<file path="src/rtl/coin_frontend_pkg.sv">
// Shared definitions for the coin front end: arbiter states, channel indices
// and the emission priority order.
package coin_frontend_pkg;

   typedef enum logic {
      ARB_IDLE = 1'b0,
      ARB_GAP  = 1'b1
   } arb_state_t;

   localparam int NUM_CH = 3;
   localparam int C1     = 0;
   localparam int C2     = 1;
   localparam int C5     = 2;

   // Highest priority first.
   localparam int PRIO [NUM_CH] = '{C5, C2, C1};

   // One-hot grant of the highest-priority pending channel, or zero.
   function automatic logic [NUM_CH-1:0] pick_grant(input logic [NUM_CH-1:0] pend);
      logic [NUM_CH-1:0] g;
      g = '0;
      // Walk from lowest to highest priority so the last hit wins.
      for (int k = NUM_CH - 1; k >= 0; k--) begin
         if (pend[PRIO[k]]) begin
            g          = '0;
            g[PRIO[k]] = 1'b1;
         end
      end
      return g;
   endfunction

endpackage

</file>
<file path="src/rtl/coin_debounce.sv">
// One sensor channel: 2-flop synchroniser followed by a debouncer that flips
// its stable level after DEBOUNCE_CYCLES consecutive mismatching samples.
module coin_debounce #(
   parameter int DEBOUNCE_CYCLES = 16
) (
   input  logic clk,
   input  logic rst_n,
   input  logic raw,
   output logic rise
);

   localparam int CNT_W = (DEBOUNCE_CYCLES > 1) ? $clog2(DEBOUNCE_CYCLES) : 1;
   localparam logic [CNT_W-1:0] CNT_LAST = CNT_W'(DEBOUNCE_CYCLES - 1);

   logic             sync1_reg;
   logic             sync2_reg;
   logic             stable_reg;
   logic             stable_next;
   logic [CNT_W-1:0] cnt_reg;
   logic [CNT_W-1:0] cnt_next;

   always_comb begin
      stable_next = stable_reg;
      cnt_next    = '0;
      if (sync2_reg != stable_reg) begin
         if (cnt_reg == CNT_LAST) begin
            stable_next = sync2_reg;
         end else begin
            cnt_next = cnt_reg + CNT_W'(1);
         end
      end
   end

   // Combinational so the pending bit sets on the same edge as the flip.
   assign rise = sync2_reg & ~stable_reg & (cnt_reg == CNT_LAST);

   always_ff @(posedge clk or negedge rst_n) begin
      if (!rst_n) begin
         sync1_reg  <= 1'b0;
         sync2_reg  <= 1'b0;
         stable_reg <= 1'b0;
         cnt_reg    <= '0;
      end else begin
         sync1_reg  <= raw;
         sync2_reg  <= sync1_reg;
         stable_reg <= stable_next;
         cnt_reg    <= cnt_next;
      end
   end

endmodule

</file>
<file path="src/rtl/coin_frontend.sv">
// Coin sensor front end: debounces three coin lines, holds one pending coin per
// denomination and serialises them as one-hot single-cycle pulses with a gap.
module coin_frontend
   import coin_frontend_pkg::*;
#(
   parameter int DEBOUNCE_CYCLES = 16,
   parameter int GAP_CYCLES      = 1
) (
   input  logic clk,
   input  logic rst_n,
   input  logic raw_c1,
   input  logic raw_c2,
   input  logic raw_c5,
   output logic in1,
   output logic in2,
   output logic in5,
   output logic coin_lost
);

   localparam int GAP_W = (GAP_CYCLES > 1) ? $clog2(GAP_CYCLES + 1) : 1;

   logic [NUM_CH-1:0] raw_vec;
   logic [NUM_CH-1:0] rise_vec;

   assign raw_vec[C1] = raw_c1;
   assign raw_vec[C2] = raw_c2;
   assign raw_vec[C5] = raw_c5;

   generate
      for (genvar gi = 0; gi < NUM_CH; gi++) begin : g_deb
         coin_debounce #(
            .DEBOUNCE_CYCLES(DEBOUNCE_CYCLES)
         ) u_deb (
            .clk  (clk),
            .rst_n(rst_n),
            .raw  (raw_vec[gi]),
            .rise (rise_vec[gi])
         );
      end
   endgenerate

   arb_state_t        state_reg;
   arb_state_t        state_next;
   logic [GAP_W-1:0]  gap_cnt_reg;
   logic [GAP_W-1:0]  gap_cnt_next;
   logic [NUM_CH-1:0] pend_reg;
   logic [NUM_CH-1:0] pend_next;
   logic [NUM_CH-1:0] grant;
   logic [NUM_CH-1:0] lost;
   logic [NUM_CH-1:0] pulse_reg;
   logic              lost_reg;

   // Arbiter next state and gap counter.
   always_comb begin
      state_next   = state_reg;
      gap_cnt_next = gap_cnt_reg;
      case (state_reg)
         ARB_IDLE: begin
            if ((|pend_reg) && (GAP_CYCLES != 0)) begin
               state_next   = ARB_GAP;
               gap_cnt_next = GAP_W'(GAP_CYCLES);
            end
         end
         ARB_GAP: begin
            if (gap_cnt_reg == GAP_W'(1)) begin
               state_next   = ARB_IDLE;
               gap_cnt_next = '0;
            end else begin
               gap_cnt_next = gap_cnt_reg - GAP_W'(1);
            end
         end
         default: begin
            state_next   = ARB_IDLE;
            gap_cnt_next = '0;
         end
      endcase
   end

   // Arbiter outputs: grant only while idle.
   always_comb begin
      grant = '0;
      if (state_reg == ARB_IDLE) begin
         grant = pick_grant(pend_reg);
      end
   end

   // A new acceptance beats a same-edge clear; a set onto a held bit is a loss.
   always_comb begin
      lost      = rise_vec & pend_reg & ~grant;
      pend_next = (pend_reg & ~grant) | rise_vec;
   end

   always_ff @(posedge clk or negedge rst_n) begin
      if (!rst_n) begin
         state_reg   <= ARB_IDLE;
         gap_cnt_reg <= '0;
      end else begin
         state_reg   <= state_next;
         gap_cnt_reg <= gap_cnt_next;
      end
   end

   always_ff @(posedge clk or negedge rst_n) begin
      if (!rst_n) begin
         pend_reg  <= '0;
         pulse_reg <= '0;
         lost_reg  <= 1'b0;
      end else begin
         pend_reg  <= pend_next;
         pulse_reg <= grant;
         lost_reg  <= |lost;
      end
   end

   assign in1       = pulse_reg[C1];
   assign in2       = pulse_reg[C2];
   assign in5       = pulse_reg[C5];
   assign coin_lost = lost_reg;

endmodule

</file>
<file path="config.mk">
export PLATFORM = sky130hd
export DESIGN_NAME = coin_frontend
export DESIGN_NICKNAME = d
export VERILOG_FILES = /design/src/rtl/coin_frontend_pkg.sv /design/src/rtl/coin_debounce.sv /design/src/rtl/coin_frontend.sv
export SDC_FILE = /design/constraint.sdc
export NUM_CORES = 1
export LEC_CHECK = 0
export BUFFER_PORTS_ARGS = -buffer_cell sky130_fd_sc_hd__buf_2
export CAP_MARGIN = 10
export CORE_MARGIN = 3
export CORE_UTILIZATION = 55
export CTS_BUF_LIST = sky130_fd_sc_hd__clkbuf_8 sky130_fd_sc_hd__clkbuf_16
export DETAILED_ROUTE_END_ITERATION = 7
export PLACE_DENSITY_LB_ADDON = 0.15
export SETUP_SLACK_MARGIN = 0.15
export SYNTH_ARGS = -nofsm -noshare
export SYNTH_HDL_FRONTEND = slang
export SYNTH_HIERARCHICAL = 1
export SYNTH_SLANG_ARGS = --single-unit
</file>
<file path="constraint.sdc">
create_clock -name clk -period 1.7 [get_ports clk]
set_input_delay 0.34 -clock clk [delete_from_list [all_inputs] [get_ports clk]]
set_output_delay 0.34 -clock clk [all_outputs]
set_load 0.03 [all_outputs]
</file>
Word level (Yosys, flattened, before mapping)
Index checks and enable logic that the tools add are counted.
{"block": "totals", "register_bits": 30, "input_bits": 5, "out_inout_bits": 4}
{"block": "op_classes", "addsub": 4, "eq_ne": 7, "mux": 16, "bitwise_logic": 15, "reduce_logical": 5}
{"cell": "$mux 4", "n": 6}
{"cell": "$add 4x1->4 const B", "n": 3}
{"cell": "$eq 4x4->1 const B", "n": 3}
{"cell": "$and 3x3->3", "n": 3}
{"cell": "$mux 3", "n": 3}
{"cell": "$and 1x1->1", "n": 6}
{"cell": "$reduce_and 2->1", "n": 3}
{"cell": "$reduce_or 3->1", "n": 2}
{"cell": "$mux 1", "n": 5}
{"cell": "$not 1->1", "n": 4}
{"cell": "$pmux 1 s2", "n": 2}
{"cell": "$ne 1x1->1", "n": 3}
{"cell": "$not 3->3", "n": 1}
{"cell": "$or 3x3->3", "n": 1}
{"cell": "$ne 2x2->1 const B", "n": 1}
{"cell": "$sub 1x1->1 const B", "n": 1}

Logic depth before layout (Yosys ltp)
Gate-level depths: netlist of run 1.
{"block": "logic_depth", "ltp_word": 7, "depth_mapped": 5, "ltp_nobuf": 5}

By module
Netlist of run 1, hierarchy kept.
{"module": "coin_debounce", "n_inst": 3, "cells_each": 20, "area_per_inst_um2": 284.0, "seq_area_each_um2": 175.2}
{"module": "coin_frontend", "n_inst": 1, "cells_each": 26, "area_per_inst_um2": 367.9, "seq_area_each_um2": 225.2}

Least setup slack after synthesis of run 1
No wires, ideal clock.
{"block": "synth_path", "path_type": "flip-flop to flip-flop", "startpoint": "reg g_deb[0].u_deb.sync2_reg", "endpoint": "reg g_deb[0].u_deb.stable_reg", "setup_time_ns": 0.127, "t_arrival_ns": 1.171, "t_required_ns": 1.573, "slack_ns": 0.402, "stages_incl_launch_ff": 4, "synth_period_minus_slack_ns": 1.298, "path_cell_list": "dfrtp_1 > ha_1 > nand4b_1 > mux2_1"}
{"block": "synth_via", "elab_chain_cells": 2}
{"item": "start: declaration", "line": "coin_debounce.sv:16", "rtl": "logic sync2_reg;"}
{"item": "start signal: assignment", "line": "coin_debounce.sv:45", "rtl": "sync2_reg <= sync1_reg;"}
{"item": "$ne 1x1->1", "line": "coin_debounce.sv:25", "rtl": "if (sync2_reg != stable_reg) begin"}
{"item": "$reduce_and 2->1 (no source line)"}
{"item": "end signal: assignment", "line": "coin_debounce.sv:46", "rtl": "stable_reg <= stable_next;"}
{"item": "end: declaration", "line": "coin_debounce.sv:17", "rtl": "logic stable_reg;"}
Several ways; a longest one is shown, not always the timed one.
A chain may end at the register's enable or synchronous reset.

Final worst setup path of run 1
Same ends and word-level chain as after synthesis.

==> metrics.txt, run 1 <==
status=finished, final reports clean; flops & latches, synth=30; Remaining DRCs=0; Post-synth EDFFs=0; largest family of logic cells by synthesized area=simple AND/OR/NAND/NOR gates; drt pass-1 iters=2; hold_buf cts=0; Final WS setup=between 0.3 and 0.4 ns; clk root buf=clkbuf_8; FMAX=about 720 MHz; TritonCTS Buffers=5; Slew Viols, Final=0; RePlAce Congestion=~0.7; RSZ-0062 raised after global routing=false; via/cell ratio=around 5.6; Cells after Synth=86; clk_lat worst skew=between 0.2 and 0.3 ns; initial core utilization=60.33%; Max-Cap Viols=0; Post-Syn Nets=97; GRT Residual Overflow=0; Pleak=0.6651 nW; Synth top cells by count=dfrtp_1, a311oi_1, ha_1; Fin Clk Skew=0.008397 ns; estimated wirelength of the detail-placed design=1.153 mm; Worst Setup End Kind=flip-flop; adder-cell share of the synthesized area=under 10%; clock sinks=30; Synth Area in XOR/XNOR=~2.2%; wire length per cell=~13 µm; clock transition at the registers of the reported paths=0.06 ns; Worst setup SP type=flip-flop; postcts setup bufs=0; All-Layer GR Usage=15.05%; CTS H-Tree Depth=2; top-count cell post-synth=dfrtp_1; vias in the first global route=between 600 and 700; Cell Pwr Density=slightly below 1000 nW/µm²; Synth Area in Compound Gates=around 12%; Core Box Area=approximately 2000 µm²; Unique masters post-synth=24; worst-margin pin slew=roughly 0.64 ns; die area=about 2800 µm²; dominant cells by area after synthesis=dfrtp_1, ha_1, a311oi_1; kind of critical path=flip-flop to flip-flop; CTS-repair resized insts=0; Required @ worst endpoint=roughly 1.8 ns; FP Rows=16; Worst Hold Class=input port to async pin; Final Hold Viols=0; initial antenna violation count=0; layout cells sized above 1=roughly 22%; Die H=around 53 µm; Finish-stage setup viols=0; fin area=about 1400 µm²; peak supply drop=around 0.77 mV; Synth area leader=dfrtp_1; Final min period=around 1.4 ns; minimum hold slack=roughly 0.092 ns; n_diodes=0; CTS max path bufs=2; IO Port Bufs=8; TritonCTS clock tree=done; Ys Warns=6; period utilization=81.63%; largest net degree at the start of global routing=31; crit-path max FO=5; Cell Area, Synth=~1200 µm²; area grow syn2layout=10.97%; post-synthesis simple-gate area fraction=between 10% and 20%; setup TNS=0 ns; main flop type after synthesis=dfrtp_1; Post-Place Worst Slack=around 0.32 ns; relative slew slack=roughly 57%; max FFs per register=12; I/O pin cnt=9; Final #Nets=110; Worst EP arrival=about 1.5 ns; Syn Area/Cell=between 10 and 15 µm²; detailed-route via count=roughly 700; die width=53.10 µm; FFs w/ async S/R, synth=100.0%; DP Area=between 1000 and 1500 µm²; mux contribution to synthesized area=under 10%; Post-Route WL=between 1.5 and 2 mm; Total Power=roughly 0.0013 W; Routed Antenna Nets=0; first-pass GRT wire length=2.925 mm; Synth top area share=roughly three fifths; sequential-to-total area share from yosys stat=around 62%; Initial DRC Count=9
## critical path, cell delays in order (launching register included)
cell and delay (ns):
dfrtp_1 0.37, ha_1 0.36, nand4b_1 0.21, mux2_1 0.33
## final timing paths
kind	end	depth (start not counted)	startpoint	slack, ns
max in group asynchronous	pend_reg[0]$_DFF_PN0_	1	rst_n	1.19
setup / recovery	g_deb[0].u_deb/stable_reg$_DFFE_PN0P_	3	g_deb[0].u_deb/sync2_reg$_DFF_PN0_	0.31
setup reg to reg	g_deb[0].u_deb/stable_reg$_DFFE_PN0P_	3	g_deb[0].u_deb/sync2_reg$_DFF_PN0_	0.31
hold reg to reg	g_deb[0].u_deb/sync2_reg$_DFF_PN0_	0	g_deb[0].u_deb/sync1_reg$_DFF_PN0_	0.34
min in group clk	g_deb[1].u_deb/sync1_reg$_DFF_PN0_	1	raw_c2	0.18
hold / removal	g_deb[1].u_deb/cnt_reg[3]$_DFF_PN0_	1	rst_n	0.09
## cell usage in the layout (no fill, tap or decap), types with 2 or more instances in the layout
master	count
a311oi_1	6
clkbuf_8	5
a21o_1	4
nor2b_1	4
dfrtp_1	30
xnor2_1	3
nor2_1	3
buf_2	8
and4_2	3
inv_1	5
mux2_1	3
clkinv_2	2
ha_1	6
nand2_1	2
nand4b_1	3
a31oi_1	3
## cells by family after synthesis
| family | count (synthesis) |
|---|---|
| flops | 30 |
| simple gates | 19 |
| compound gates | 17 |
| buf+inv | 7 |
| fa+ha+maj | 6 |
| mux | 4 |
| xor+xnor | 3 |
## through the flow
stage	utilization (%)	std cells
2_1_floorplan	-	86
3_3_place_gp	63.06	119
3_5_place_dp	63.06	119
4_1_cts	66.96	126
5_1_grt	66.96	126
6_report	66.96	126
## final cells by class
type                    count  area, µm²
clock buffers               5      68.82
clock inverters             2      10.01
fillers                   138      668.1
inverters                   5      18.77
multi-input cells          49      431.7
flip-flops and latches     30      750.7
well taps                  27      33.78
repair buffers              8      40.04
## metal layers
metal,vias to the layer above,track usage (%),wire (µm),part of all wire [%]
li1,343,-,-,-
met1,341,16.51,761,46
met2,13,24.38,783,47
met3,4,6.479,84,5.1
met4,0,8.085,32,1.9
met5,-,0,0,0
## where the power goes
group / internal [W] / switching [W]
sequential: 0.000741 / 0.0000235
clock: 0.000273 / 0.000230
combinational: 0.0000305 / 0.0000345
total: 0.00104 / 0.000288
Note: power is estimated with default switching activity, not from simulation.
==> run 2: changes to the inputs <==
--- a/config.mk
+++ b/config.mk
@@ -5,6 +5,7 @@
 export SDC_FILE = /design/constraint.sdc
 export NUM_CORES = 1
 export LEC_CHECK = 0
+export ABC_AREA = 1
 export BUFFER_PORTS_ARGS = -buffer_cell sky130_fd_sc_hd__buf_2
 export CAP_MARGIN = 10
 export CORE_MARGIN = 3
==> constraint.sdc (replaced) <==
create_clock -name clk -period 1.3 [get_ports clk]
set_input_delay 0.26 -clock clk [delete_from_list [all_inputs] [get_ports clk]]
set_output_delay 0.26 -clock clk [all_outputs]
set_load 0.03 [all_outputs]
==> run 2 against run 1 <==
  * First-iteration DRC count down 22%
  * Register-to-register slack worse by 0.16 ns
  * Critical path type unchanged
  * Largest cell class unchanged
  * Via count grew 22%
  * Largest power group unchanged
==> metrics.txt, run 2 <==
Post-synth EDFFs=0; Final WS setup=about 0.15 ns; Combinational Power Share=between 7 and 8%; GR Layer Usage met2=roughly 24%; Seq pwr share=a little under three fifths; leading cell type in the layout, fill and taps excluded=dfrtp_1; GRT Residual Overflow=0; Worst setup SP type=flip-flop; Cell Int Power=around 0.0014 W; estimated wirelength of the detail-placed design=around 1.3 mm; Worst Setup End Kind=flip-flop; clock sinks=30; worst flop-to-flop path startpoint=g_deb[0].u_deb/cnt_reg[0]$_DFF_PN0_; multi-input logic area=466.7 µm²; RePlAce Congestion=approximately 0.76; largest net degree at the start of global routing=31; Max-Cap Viols=0; Worst EP arrival=around 1.4 ns; peak supply drop=~1.1 mV; max FFs per register=12; FMAX=868.9 MHz; Top Usage Layer GRT=met2; Fillers=~160; Unique masters post-synth=13; Cell Area, Synth=around 1200 µm²; initial core utilization=between 60 and 70%; Initial DRC Count=7; Synth top area share=roughly 61%; Synth area leader=dfrtp_1; main flop type after synthesis=dfrtp_1; area grow syn2layout=22.31%; sequential-to-total area share from yosys stat=between 60 and 70%; most frequent cells in the layout=dfrtp_1, nand2_1, inv_1, nor2_1, buf_2; Routed Antenna Nets=0; TritonCTS clock tree=done; Synth top cells by count=dfrtp_1, nand2_1, inv_1; relative slew slack=between 80 and 90%; detailed-route via count=~860; RSZ-0062 raised after global routing=true; dominant cells by area after synthesis=dfrtp_1, nand2_1, inv_1; Final min period=1.151 ns; Cell Pwr Density=around 1200 nW/µm²; Final #Nets=158; r2r setup slk=0.15 ns; I/O pin cnt=9; Final Hold Viols=0; top-count cell post-synth=dfrtp_1; Worst Hold Class=input port to flip-flop; Post-Route WL=between 1.5 and 2 mm; drt pass-1 iters=4; CTS max path bufs=2; Syn Area/Cell=just under 10 µm²; layout cells sized above 1=approximately 23%; Ys Warns=6; status=finished, final reports clean; crit-path max FO=4; first-pass GRT wire length=between 3 and 4 mm; n_diodes=0; Total Power=approximately 0.0018 W; NetSw=around 0.00043 W; clock power share=a little under two fifths; R2R depth=7; clk_lat worst skew=~0.28 ns; via/cell ratio=between 4 and 5; met1 Usage GRT=a little under a fifth; Cells after Synth=~130; die width=approximately 53 µm; initial antenna violation count=0; register area=about 750 µm²; clk root buf=clkbuf_8; period utilization=88.52%; wire length per cell=roughly 11 µm; All-Layer GR Usage=roughly 16%; FP Rows=16; worst hold endpoint=g_deb[1].u_deb/sync1_reg$_DFF_PN0_; Die H=~53 µm; flops & latches, synth=30; Hold Startpoint=raw_c2; GR Layer Usage met3=about a tenth; Core Box Area=approximately 2000 µm²; Slew Viols, Final=0; Pleak=0.7890 nW; Finish-stage setup viols=0; clock transition at the registers of the reported paths=0.06 ns; CTS H-Tree Depth=2; vias in the first global route=791; Min-Delay Path Depth=1; Net Sw Frac=about a quarter; Post-Place Worst Slack=between 0.15 and 0.2 ns; Fin Clk Skew=roughly 0.0050 ns; Required @ worst endpoint=between 1.5 and 2 ns; worst setup path startpoint=g_deb[0].u_deb/cnt_reg[0]$_DFF_PN0_; IO Port Bufs=8; Remaining DRCs=0; Post-Syn Nets=between 100 and 150; kind of critical path=flip-flop to flip-flop; TritonCTS Buffers=5; FFs w/ async S/R, synth=100.0%; worst-margin pin slew=approximately 0.22 ns; setup TNS=0 ns; die area=roughly 2800 µm²; worst reg2reg endpoint=coin_lost$_DFF_PN0_
## run 2: logic make-up after synthesis
logic type	Yosys count	share of synthesized area, %
AO/OA/AOI/OAI	11	4.867
adder cells (fa/ha/maj)	6	6.085
AND/OR/NAND/NOR	57	21.20
buffers and inverters	23	6.998
flip-flops	30	60.85
## run 2: through the flow
step                      area [µm²]  hold WS, ns  cells  utilization, %
final                           1509      0.08783    174           73.90
after global routing            1509      0.06810    174           73.90
after CTS                       1419      0.07425    171           69.49
after floorplan                 1234     -0.03559    127               -
after detailed placement        1328       0.2203    163           65.01
after global placement          1328       0.2192    163           65.01
## run 2: per-layer routing
| layer | share of wire [%] | up-vias | wire [µm] |
|---|---|---|---|
| li1 | - | 434 | - |
| met1 | 42 | 403 | 820 |
| met2 | 51 | 18 | 983 |
| met3 | 5.5 | 2 | 106 |
| met4 | 1.2 | 0 | 24 |
| met5 | 0 | - | 0 |
## run 2: how the worst max path moves through the flow
stage	to
2_1_floorplan	coin_lost$_DFF_PN0_
3_3_place_gp	coin_lost$_DFF_PN0_
3_5_place_dp	coin_lost$_DFF_PN0_
4_1_cts	coin_lost$_DFF_PN0_
5_1_grt	coin_lost$_DFF_PN0_
6_report	coin_lost$_DFF_PN0_
## run 2: power by group through the flow
stage | Combinational [W] | Clock, W | Sequential (W)
after floorplan | 0.0000601 | 0 | 0.00102
after global placement | 0.0000993 | 0 | 0.00102
after detailed placement | 0.000105 | 0 | 0.00103
after CTS | 0.000108 | 0.000706 | 0.00101
after global routing | 0.000150 | 0.000755 | 0.00102
final | 0.000129 | 0.000677 | 0.00102
## run 2: area by class of cell
class	count	share of cell area, %
clock buffers	5	4.561
clock inverters	2	0.6633
well taps	27	2.239
flip-flops and latches	30	49.75
repair buffers	13	6.136
multi-input cells	74	30.93
inverters	23	5.721
## run 2: repair_timing
action	in CTS	in global routing
setup buffers	0	3
pin swaps	0	2
hold endpoints to repair	30	0
endpoints found under the setup margin	1	5
resized for setup	1	11
hold buffers	1	0
## run 2: critical path: stages (launching register included)
cell and delay (ns):
dfrtp_1 0.44, ha_4 0.19, nand3_4 0.09, nor2_2 0.15, nand2_1 0.06, inv_1 0.05
nand2_1 0.04, nand3_1 0.06
==> run 3: changes to the inputs <==
--- a/config.mk
+++ b/config.mk
@@ -8,8 +8,10 @@
 export ABC_AREA = 1
 export BUFFER_PORTS_ARGS = -buffer_cell sky130_fd_sc_hd__buf_2
 export CAP_MARGIN = 10
+export CELL_PAD_IN_SITES_DETAIL_PLACEMENT = 0
+export CELL_PAD_IN_SITES_GLOBAL_PLACEMENT = 1
 export CORE_MARGIN = 3
-export CORE_UTILIZATION = 55
+export CORE_UTILIZATION = 44
 export CTS_BUF_LIST = sky130_fd_sc_hd__clkbuf_8 sky130_fd_sc_hd__clkbuf_16
 export DETAILED_ROUTE_END_ITERATION = 7
 export PLACE_DENSITY_LB_ADDON = 0.15
==> run 3 against run 2 <==
  * First-iteration DRC count increased to 2.6 times the previous value
  * Final cell count is 1.7% higher
  * Global-route usage is 2.4 points lower
  * Sequential power about the same
  * Worst hold slack better by 0.0015 ns
  * Combinational power is essentially flat
  * Cell area is 0.25% higher
  * Register-to-register slack improved by 0.04 ns
  * Critical endpoint unchanged
==> metrics.txt, run 3 (same netlist as run 2, synthesis figures left out) <==
Net Sw Frac=between 20 and 25%; Initial DRC Count=18; Fin Clk Skew=~0.0027 ns; I/O pin cnt=9; IO Port Bufs=8; area grow syn2layout=22.62%; n_diodes=0; Total Power=~0.0018 W; setup TNS=0 ns; r2r setup slk=roughly 0.19 ns; initial antenna violation count=0; kind of critical path=flip-flop to flip-flop; multi-input logic area=about 470 µm²; Worst setup SP type=flip-flop; Remaining DRCs=0; CTS H-Tree Depth=2; first-pass GRT wire length=about 3.5 mm; worst flop-to-flop path startpoint=g_deb[0].u_deb/cnt_reg[1]$_DFF_PN0_; Core Box Area=~2600 µm²; FMAX=~900 MHz; clock transition at the registers of the reported paths=0.06 ns; FP Rows=18; final core utilization=roughly three fifths; wire length per cell=10.85 µm; Finish-stage setup viols=0; met2 WL=933 µm; Seq pwr share=56.7%; Final Hold Viols=0; status=finished, final reports clean; RePlAce Congestion=0.7821; Final #Nets=around 160; estimated wirelength of the detail-placed design=1.366 mm; Cell Int Power=between 0.001 and 0.0015 W; Max-Cap Viols=0; Post-Route WL=roughly 1.9 mm; Cell Pwr Density=1183 nW/µm²; clock sinks=30; clock power share=a little over a third; Final min period=around 1.1 ns; GRT Residual Overflow=0; Worst Setup End Kind=flip-flop; largest net degree at the start of global routing=19; clk_lat worst skew=0.27 ns; worst setup path startpoint=g_deb[0].u_deb/cnt_reg[1]$_DFF_PN0_; Worst Hold Class=input port to flip-flop; worst reg2reg endpoint=coin_lost$_DFF_PN0_; TritonCTS clock tree=done; R2R depth=7; NetSw=0.0004019 W; Pleak=0.7914 nW; most frequent cells in the layout=dfrtp_1, inv_1, nand2_1, nor2_1, buf_2; Slew Viols, Final=0; Required @ worst endpoint=~1.5 ns; initial core utilization=between 40% and 50%; via/cell ratio=just under 5; relative slew slack=between 70 and 80%; Routed Antenna Nets=0; layout cells sized above 1=22.45%; die width=~59 µm; Die H=about 59 µm; clk root buf=clkbuf_8; peak supply drop=around 0.81 mV; TritonCTS Buffers=5; drt pass-1 iters=4; max FFs per register=12; Fillers=239; vias in the first global route=between 800 and 900; period utilization=85.64%; Top Layer Used=met4; Combinational Power Share=7.0%; die area=3475 µm²; All-Layer GR Usage=between 10% and 20%; detailed-route via count=854; Met3 Routed Length=approximately 110 µm; CTS max path bufs=2; met1 wire length=approximately 840 µm; register area=between 700 and 800 µm²; crit-path max FO=4; RSZ-0062 raised after global routing=true; Critical Path End=coin_lost$_DFF_PN0_; Worst EP arrival=~1.3 ns; worst-margin pin slew=0.3354 ns; leading cell type in the layout, fill and taps excluded=dfrtp_1
## run 3: cell count changes in the layout (fill, tap and decap cells not counted), sizes merged
cell	change
clkinv	-2
inv	+2
## run 3: metal layers
layer  vias up  global-route usage (%)
met4         0                   10.03
met5         -                       0
met3         7                   6.360
met2        22                   21.77
met1       390                   14.95
li1        435                       -
## run 3: timing repair
item                       CTS  global route
hold endpoints to repair    12             0
gates resized for setup      3             9
hold buffers                 1             0
pin swaps                    0             4
buffers inserted             1             2
setup endpoints to repair    1             9
cloned                       0             0
## run 3: final cells by class
| type | count | share of cell area (%) |
|---|---|---|
| well taps | 30 | 2.481 |
| clock buffers | 5 | 4.549 |
| inverters | 23 | 5.707 |
| clock inverters | 2 | 0.4963 |
| flip-flops and latches | 30 | 49.63 |
| multi-input cells | 74 | 31.02 |
| repair buffers | 13 | 6.121 |
## run 3: metrics by stage
| step | cell area, µm² | hold WS [ns] | setup slack [ns] | instances |
|---|---|---|---|---|
| finish | 1513 | 0.08935 | 0.1867 | 177 |
| floorplan | 1234 | -0.03559 | 0.2275 | 127 |
| detailed placement | 1331 | 0.1832 | 0.1448 | 166 |
| CTS | 1433 | 0.07549 | 0.1614 | 175 |
| global route | 1513 | 0.07360 | 0.1193 | 177 |
| global placement | 1331 | 0.1796 | 0.1764 | 166 |
## run 3: worst min path at each step
stage,end,cells after the start,from,slack [ns]
floorplan,coin_lost$_DFF_PN0_,0,rst_n,-0.04
global placement,g_deb[0].u_deb/cnt_reg[2]$_DFF_PN0_,1,rst_n,0.18
detailed placement,g_deb[0].u_deb/cnt_reg[2]$_DFF_PN0_,1,rst_n,0.18
CTS,g_deb[2].u_deb/sync1_reg$_DFF_PN0_,1,raw_c5,0.08
global route,g_deb[2].u_deb/sync1_reg$_DFF_PN0_,1,raw_c5,0.07
finish,g_deb[1].u_deb/sync1_reg$_DFF_PN0_,1,raw_c2,0.09
## run 3: worst max-delay path, stage by stage (launching register included)
cell	delay, ns
dfrtp_1	0.37
ha_2	0.22
nand3_4	0.11
nor2_4	0.13
nand2_1	0.06
inv_1	0.05
nand2_1	0.05
nand3_1	0.06
## run 3: power groups by stage
| stage | Sequential [W] | Clock (W) | Combinational (W) |
|---|---|---|---|
| final | 0.00101 | 0.000649 | 0.000126 |
| after global routing | 0.00102 | 0.000720 | 0.000148 |
| after CTS | 0.00101 | 0.000690 | 0.000113 |
| after detailed placement | 0.00103 | 0 | 0.000104 |
| after global placement | 0.00103 | 0 | 0.000103 |
| after floorplan | 0.00102 | 0 | 0.0000601 |
